$ cat config.mk
export PLATFORM = sky130hd
export DESIGN_NAME = cpu64_l1_traffic_gen
export DESIGN_NICKNAME = d
export VERILOG_FILES = /design/src/rtl/cpu64_l1_tg_pkg.sv /design/src/rtl/cpu64_l1_tg_shadow.sv /design/src/rtl/cpu64_l1_traffic_gen.sv
export SDC_FILE = /design/constraint.sdc
export NUM_CORES = 2
export LEC_CHECK = 0
export CAP_MARGIN = 20
export CORE_MARGIN = 2
export CORE_UTILIZATION = 45
export CTS_CLUSTER_DIAMETER = 60
export DETAILED_ROUTE_END_ITERATION = 12
export PLACE_DENSITY_LB_ADDON = 0.12
export REMOVE_ABC_BUFFERS = 1
export SLEW_MARGIN = 20
export SYNTH_ARGS = -nofsm -noshare
export SYNTH_HDL_FRONTEND = slang
export SYNTH_SLANG_ARGS = --single-unit
$ cat constraint.sdc
create_clock -name clk_i -period 4.45 [get_ports clk_i]
set_input_delay 0.89 -clock clk_i [delete_from_list [all_inputs] [get_ports clk_i]]
set_output_delay 0.89 -clock clk_i [all_outputs]
set_load 0.05 [all_outputs]
$ cat src/rtl/cpu64_l1_tg_pkg.sv
// rtl/cpu64_l1_tg_pkg.sv - shared types, constants and LFSR step for the L1 traffic generator
package cpu64_l1_tg_pkg;

  typedef enum logic [2:0] {
    ST_IDLE,
    ST_GEN,
    ST_REQ,
    ST_WAIT_RV,
    ST_DONE
  } tg_state_e;

  localparam logic [31:0] LFSR_MASK = 32'h8020_0003;
  localparam logic [31:0] LANE_XOR  = 32'hA5A5_A5A5;

  // One step of the right-shifting Galois LFSR.
  function automatic logic [31:0] lfsr_step(input logic [31:0] s);
    lfsr_step = s[0] ? ((s >> 1) ^ LFSR_MASK) : (s >> 1);
  endfunction

endpackage

$ cat src/rtl/cpu64_l1_tg_shadow.sv
// rtl/cpu64_l1_tg_shadow.sv - byte-masked shadow memory with per-byte valid masks
module cpu64_l1_tg_shadow
  import cpu64_l1_tg_pkg::*;
#(
  parameter int unsigned DATA_W    = 64,
  parameter int unsigned WIN_WORDS = 16
) (
  input  logic                         clk_i,
  input  logic                         rst_ni,
  input  logic                         clr_i,
  input  logic                         we_i,
  input  logic [$clog2(WIN_WORDS)-1:0] widx_i,
  input  logic [DATA_W/8-1:0]          wbe_i,
  input  logic [DATA_W-1:0]            wdata_i,
  input  logic [$clog2(WIN_WORDS)-1:0] ridx_i,
  output logic [DATA_W-1:0]            rdata_o,
  output logic [DATA_W/8-1:0]          rvalid_o
);

  localparam int unsigned BE_W = DATA_W / 8;

  logic [DATA_W-1:0] mem_q [WIN_WORDS];
  logic [BE_W-1:0]   vld_q [WIN_WORDS];

  // Data bytes need no reset: the valid mask hides anything never written.
  always_ff @(posedge clk_i) begin
    if (we_i) begin
      for (int b = 0; b < BE_W; b++) begin
        if (wbe_i[b]) mem_q[widx_i][8*b +: 8] <= wdata_i[8*b +: 8];
      end
    end
  end

  // Valid masks accumulate written bytes and are wiped at the start of every run.
  always_ff @(posedge clk_i or negedge rst_ni) begin
    if (!rst_ni) begin
      for (int w = 0; w < WIN_WORDS; w++) vld_q[w] <= '0;
    end else if (clr_i) begin
      for (int w = 0; w < WIN_WORDS; w++) vld_q[w] <= '0;
    end else if (we_i) begin
      vld_q[widx_i] <= vld_q[widx_i] | wbe_i;
    end
  end

  assign rdata_o  = mem_q[ridx_i];
  assign rvalid_o = vld_q[ridx_i];

endmodule

$ cat src/rtl/cpu64_l1_traffic_gen.sv
// rtl/cpu64_l1_traffic_gen.sv - LFSR-driven L1 CPU-port traffic generator and read checker
module cpu64_l1_traffic_gen
  import cpu64_l1_tg_pkg::*;
#(
  parameter int unsigned       DATA_W    = 64,
  parameter int unsigned       ADDR_W    = 64,
  parameter logic [ADDR_W-1:0] BASE_ADDR = 'h1000,
  parameter int unsigned       WIN_WORDS = 16,
  parameter int unsigned       NUM_OPS   = 64,
  parameter logic [31:0]       SEED      = 32'hACE1_2345,
  parameter int unsigned       TIMEOUT   = 1024
) (
  input  logic                clk_i,
  input  logic                rst_ni,
  input  logic                start_i,
  output logic                req_o,
  output logic                we_o,
  output logic [DATA_W/8-1:0] be_o,
  output logic [ADDR_W-1:0]   addr_o,
  output logic [DATA_W-1:0]   wdata_o,
  input  logic                gnt_i,
  input  logic                rvalid_i,
  input  logic [DATA_W-1:0]   rdata_i,
  output logic                busy_o,
  output logic                done_o,
  output logic                pass_o,
  output logic                timeout_o,
  output logic [15:0]         err_cnt_o,
  output logic [15:0]         op_cnt_o,
  output logic [ADDR_W-1:0]   first_err_addr_o
);

  localparam int unsigned BE_W     = DATA_W / 8;
  localparam int unsigned IDX_W    = $clog2(WIN_WORDS);
  localparam int unsigned OFF_W    = $clog2(BE_W);
  localparam logic [31:0] SEED_EFF = (SEED == 32'd0) ? 32'd1 : SEED;

  tg_state_e         state_q, state_d;
  logic [31:0]       lfsr_q, lfsr_d, lfsr_nxt;
  logic              we_q, we_d;
  logic [BE_W-1:0]   be_q, be_d, gen_be, sh_valid;
  logic [ADDR_W-1:0] addr_q, addr_d, first_err_q, first_err_d;
  logic [DATA_W-1:0] wdata_q, wdata_d, gen_wdata, sh_rdata, cmp_mask;
  logic [IDX_W-1:0]  idx_q, idx_d;
  logic [15:0]       op_cnt_q, op_cnt_d, err_cnt_q, err_cnt_d;
  logic              timeout_q, timeout_d;
  logic [31:0]       wd_q, wd_d;
  logic              clr, sh_we, mismatch, last_op, wd_expired;

  cpu64_l1_tg_shadow #(
    .DATA_W    (DATA_W),
    .WIN_WORDS (WIN_WORDS)
  ) u_shadow (
    .clk_i    (clk_i),
    .rst_ni   (rst_ni),
    .clr_i    (clr),
    .we_i     (sh_we),
    .widx_i   (idx_q),
    .wbe_i    (be_q),
    .wdata_i  (wdata_q),
    .ridx_i   (idx_q),
    .rdata_o  (sh_rdata),
    .rvalid_o (sh_valid)
  );

  // Field decode of the next LFSR value and the byte-masked read compare.
  always_comb begin
    lfsr_nxt  = lfsr_step(lfsr_q);
    gen_be    = lfsr_nxt[31 -: BE_W];
    if (gen_be == '0) gen_be = '1;
    gen_wdata = DATA_W'(lfsr_nxt);
    for (int i = 0; i < int'(DATA_W / 32); i++) begin
      gen_wdata[32*i +: 32] = ((i % 2) == 1) ? (lfsr_nxt ^ LANE_XOR) : lfsr_nxt;
    end
    for (int b = 0; b < BE_W; b++) cmp_mask[8*b +: 8] = {8{sh_valid[b]}};
    mismatch   = |((rdata_i ^ sh_rdata) & cmp_mask);
    last_op    = (op_cnt_q + 16'd1) == 16'(NUM_OPS);
    wd_expired = wd_q == 32'(TIMEOUT - 1);
  end

  // Sequencer: next state, payload capture, counters and watchdog.
  always_comb begin
    state_d     = state_q;
    lfsr_d      = lfsr_q;
    we_d        = we_q;
    be_d        = be_q;
    addr_d      = addr_q;
    wdata_d     = wdata_q;
    idx_d       = idx_q;
    op_cnt_d    = op_cnt_q;
    err_cnt_d   = err_cnt_q;
    first_err_d = first_err_q;
    timeout_d   = timeout_q;
    wd_d        = wd_q;
    clr         = 1'b0;
    sh_we       = 1'b0;
    case (state_q)
      ST_IDLE, ST_DONE: begin
        if (start_i) begin
          clr         = 1'b1;
          lfsr_d      = SEED_EFF;
          op_cnt_d    = '0;
          err_cnt_d   = '0;
          first_err_d = '0;
          timeout_d   = 1'b0;
          state_d     = ST_GEN;
        end
      end
      ST_GEN: begin
        lfsr_d  = lfsr_nxt;
        we_d    = lfsr_nxt[0];
        be_d    = lfsr_nxt[0] ? gen_be : '0;
        idx_d   = lfsr_nxt[IDX_W:1];
        addr_d  = BASE_ADDR + (ADDR_W'(lfsr_nxt[IDX_W:1]) << OFF_W);
        wdata_d = gen_wdata;
        wd_d    = '0;
        state_d = ST_REQ;
      end
      ST_REQ: begin
        if (gnt_i) begin
          if (we_q) begin
            sh_we    = 1'b1;
            op_cnt_d = op_cnt_q + 16'd1;
            state_d  = last_op ? ST_DONE : ST_GEN;
          end else begin
            wd_d    = '0;
            state_d = ST_WAIT_RV;
          end
        end else if (wd_expired) begin
          timeout_d = 1'b1;
          state_d   = ST_DONE;
        end else begin
          wd_d = wd_q + 32'd1;
        end
      end
      ST_WAIT_RV: begin
        if (rvalid_i) begin
          if (mismatch) begin
            if (err_cnt_q != 16'hFFFF) err_cnt_d = err_cnt_q + 16'd1;
            if (err_cnt_q == 16'd0) first_err_d = addr_q;
          end
          op_cnt_d = op_cnt_q + 16'd1;
          state_d  = last_op ? ST_DONE : ST_GEN;
        end else if (wd_expired) begin
          timeout_d = 1'b1;
          state_d   = ST_DONE;
        end else begin
          wd_d = wd_q + 32'd1;
        end
      end
      default: state_d = ST_IDLE;
    endcase
  end

  // State and datapath registers.
  always_ff @(posedge clk_i or negedge rst_ni) begin
    if (!rst_ni) begin
      state_q     <= ST_IDLE;
      lfsr_q      <= '0;
      we_q        <= 1'b0;
      be_q        <= '0;
      addr_q      <= '0;
      wdata_q     <= '0;
      idx_q       <= '0;
      op_cnt_q    <= '0;
      err_cnt_q   <= '0;
      first_err_q <= '0;
      timeout_q   <= 1'b0;
      wd_q        <= '0;
    end else begin
      state_q     <= state_d;
      lfsr_q      <= lfsr_d;
      we_q        <= we_d;
      be_q        <= be_d;
      addr_q      <= addr_d;
      wdata_q     <= wdata_d;
      idx_q       <= idx_d;
      op_cnt_q    <= op_cnt_d;
      err_cnt_q   <= err_cnt_d;
      first_err_q <= first_err_d;
      timeout_q   <= timeout_d;
      wd_q        <= wd_d;
    end
  end

  assign req_o            = (state_q == ST_REQ);
  assign we_o             = we_q;
  assign be_o             = be_q;
  assign addr_o           = addr_q;
  assign wdata_o          = wdata_q;
  assign busy_o           = (state_q != ST_IDLE) && (state_q != ST_DONE);
  assign done_o           = (state_q == ST_DONE);
  assign pass_o           = (state_q == ST_DONE) && (err_cnt_q == 16'd0) && !timeout_q;
  assign timeout_o        = timeout_q;
  assign err_cnt_o        = err_cnt_q;
  assign op_cnt_o         = op_cnt_q;
  assign first_err_addr_o = first_err_q;

endmodule

==> run metrics <==
status=finished clean; switch share=0.3514; asr flop ratio synth=0.2207; die width=about 350 um; Worst Setup SP=wdata_o[33]; Overall Global Routing Usage=0.2311; port buffer count=between 150 and 200; clock share of power=0.285; Final Non-Filler Cells=around 5500; CTS sink count=1314; Core Box Area=around 120000 um^2; # setup viols final=0; r2r setup slk=between 0.1 and 0.15 ns; placed cells=between 5000 and 6000; Setup crit end kind=register; Hold Path Class=in -> async; # rows=approximately 130; relative slew slack=0.2824; area of the multi-input gates=15690 um^2; Seq. cell area=38020 um^2; Clock transition at path regs=~0.060 ns; Int Power=~0.027 W; Mapped Cells=between 3000 and 4000; combinational power share=0.331; most frequent cells after synthesis=edfxtp_1 (1024), dfrtp_1 (290), mux4_2 (236), o21ai_0 (232), nand2_1 (222); WL per Instance=between 20 and 30 um; Yosys warnings=0; minimum clock period=roughly 4.3 ns; die footprint=~130000 um^2; largest net degree at the start of global routing=around 100; worst r2r dst=err_cnt_o[7]; EDFF count, synth=1024; sequential power share=0.384; CTS tree=yes; Die Span Y=354.3 um; VDD IR max=roughly 400 uV; overall power=between 0.04 and 0.05 W; Pleak=around 22 nW; CP arrival=4.94 ns; Final Cycle Share=0.9664; H-tree depth=4; ANT nets after route=0; Crit Path Category=reg -> reg; Synth area leaders=edfxtp_1 (56%), dfrtp_1 (13%), mux4_2 (9.6%); Reg2Reg Depth=11; Root Buffer Master=clkbuf_16; dominant cell by count in the synthesized netlist=edfxtp_1; Seq/Total Area, Yosys=0.6881; initial antenna violation count=9; Psw=approximately 0.015 W; 1st-pass router iterations=6; clock skew=roughly 0.024 ns; 1st-iter DRT viols=between 2000 and 3000; Max Cap Viol=0; Fin. Hold Viols=0; grt ovf=0; pwr dens=648.0 nW/um^2; FMAX=between 200 and 250 MHz; fin. max-slew vios=0; area of the mapped netlist=about 55000 um^2; FILL cells=10050; # IOs=just over 300; top_reg_cell synth=edfxtp_1; post-synth top area cell=edfxtp_1; # hold bufs at CTS=0; Critical Path Source Type=register; DRC viols=0; RR Startpoint=wdata_o[33]; Synth top area share=0.5567; Detailed Place HPWL=92970 um; layout cells sized above 1=0.1644; Critical Path End=err_cnt_o[7]; actual slew at the worst max-slew pin=1.072 ns; Finished Core Util=0.5251; crit-path max FO=41; Area Growth Syn to Fin=15.71%; critical path required time=between 5 and 6 ns; register bit count reported by yosys=~1300; vias=approximately 32000; DRT Wirelength=145700 um; hold_ws=around 0.067 ns; Initial Util=0.4538; mean number of vias per cell=roughly 5.7; Final Wtd Congestion=roughly 0.84; synth unique cells=between 70 and 80; TritonCTS Buffers=roughly 150; vias in the first global route=31300; Final Net Count=just under 4000; Syn Area/Cell=roughly 16 um^2; first-pass GRT wire length=about 210000 um; worst skew pair latency=0.77 ns; CTS Buffer Depth=3
## cell usage in the layout (no fill, tap or decap), types with 31 or more instances in the layout
master	count
buf_4	135
o21ai_0	232
clkinv_1	31
and2_1	37
clkdlybuf4s50_1	187
mux4_2	236
clkbuf_16	149
nand3_1	170
a22oi_1	57
inv_1	38
mux2i_1	155
dfrtp_1	286
xor2_1	49
nand2_1	221
a21oi_1	51
and3_1	125
nor2_1	100
edfxtp_1	1024
xnor2_1	65
conb_1	118
## cells by family after synthesis
family,Yosys count,synth area share
AOI/OAI and AO/OA,508,0.05797
xor gates and xnor gates,114,0.01808
adders and majority gates,4,0.0009062
buffers and inverters,382,0.03881
DFF,1314,0.6881
muxes,394,0.1249
other,1,0.00006790
and+or+nand+nor,791,0.07109
## metrics by stage
step / worst slack, ns / area (um^2) / setup TNS, ns
floorplan: -11.64 / 53680 / -
global placement: -0.05625 / 59150 / -0.2169
detailed placement: -0.05860 / 59160 / -0.2651
CTS: 0.08114 / 63850 / 0
global route: -0.00005684 / 63900 / -0.00005684
finish: 0.1493 / 63910 / 0
## power by group through the flow
stage	combinational [W]	sequential, W	clock [W]
4_1_cts	0.0137	0.0159	0.0120
2_1_floorplan	0.00537	0.0180	0
3_5_place_dp	0.0137	0.0161	0
5_1_grt	0.0146	0.0160	0.0125
6_report	0.0137	0.0159	0.0118
3_3_place_gp	0.0136	0.0161	0
## flip-flops by register name, indices dropped and copies added, names as in the netlist
| register | flops |
|---|---|
| u_shadow.mem_q | 1024 |
| timeout_o | 1 |
| u_shadow.vld_q | 128 |
| state_q | 3 |
| first_err_addr_o | 5 |
| wdata_o | 48 |
| op_cnt_o | 16 |
| wd_q | 32 |
| addr_o | 1 |
| be_o | 8 |
| err_cnt_o | 16 |
| lfsr_q | 32 |
## repair_timing
action	4_1_cts	5_1_grt
buffers inserted	0	1
gates resized for setup	1	6
pin swaps	0	2
cloned	0	1
setup endpoints to repair	17	18
## routing by layer
layer,global-route usage,vias up,routed length (um),share of wire
met4,0.06441,4,3185,0.022
met3,0.05193,186,10550,0.072
met2,0.3561,1133,67710,0.46
met1,0.3323,16470,64200,0.44
li1,-,13940,-,-
met5,0,-,25,0.00017
## worst max-delay path: stages, from the launching register on
cell       delay (ns)
dfrtp_4          0.53
buf_16           0.33
mux4_2           0.61
o22ai_1          0.34
nor3_1           0.10
or3_1            0.31
or4_1            0.43
o41a_1           0.45
a2111o_2         0.58
buf_4            0.19
o2111ai_1        0.19
o21ai_1          0.09
## how the worst min path moves through the flow
stage	from	end	slack, ns	cells past startpoint
6_report	rst_ni	op_cnt_o[14]	0.07	1
3_5_place_dp	lfsr_q[12]	lfsr_q[12]	0.46	2
2_1_floorplan	lfsr_q[20]	lfsr_q[20]	0.45	2
4_1_cts	rst_ni	op_cnt_o[14]	0.14	1
5_1_grt	rst_ni	op_cnt_o[14]	0.14	1
3_3_place_gp	lfsr_q[20]	lfsr_q[20]	0.46	2
## layout make-up
class / instances / share of cell area
antenna: 3 / 0.0001175
clock inverter: 81 / 0.01169
clock buffer: 184 / 0.06150
inverter: 40 / 0.002389
multi-input combinational: 1930 / 0.2455
tap: 1625 / 0.03181
sequential: 1314 / 0.5949
timing repair buffer: 344 / 0.05206
(Power assumes the default switching activity.)
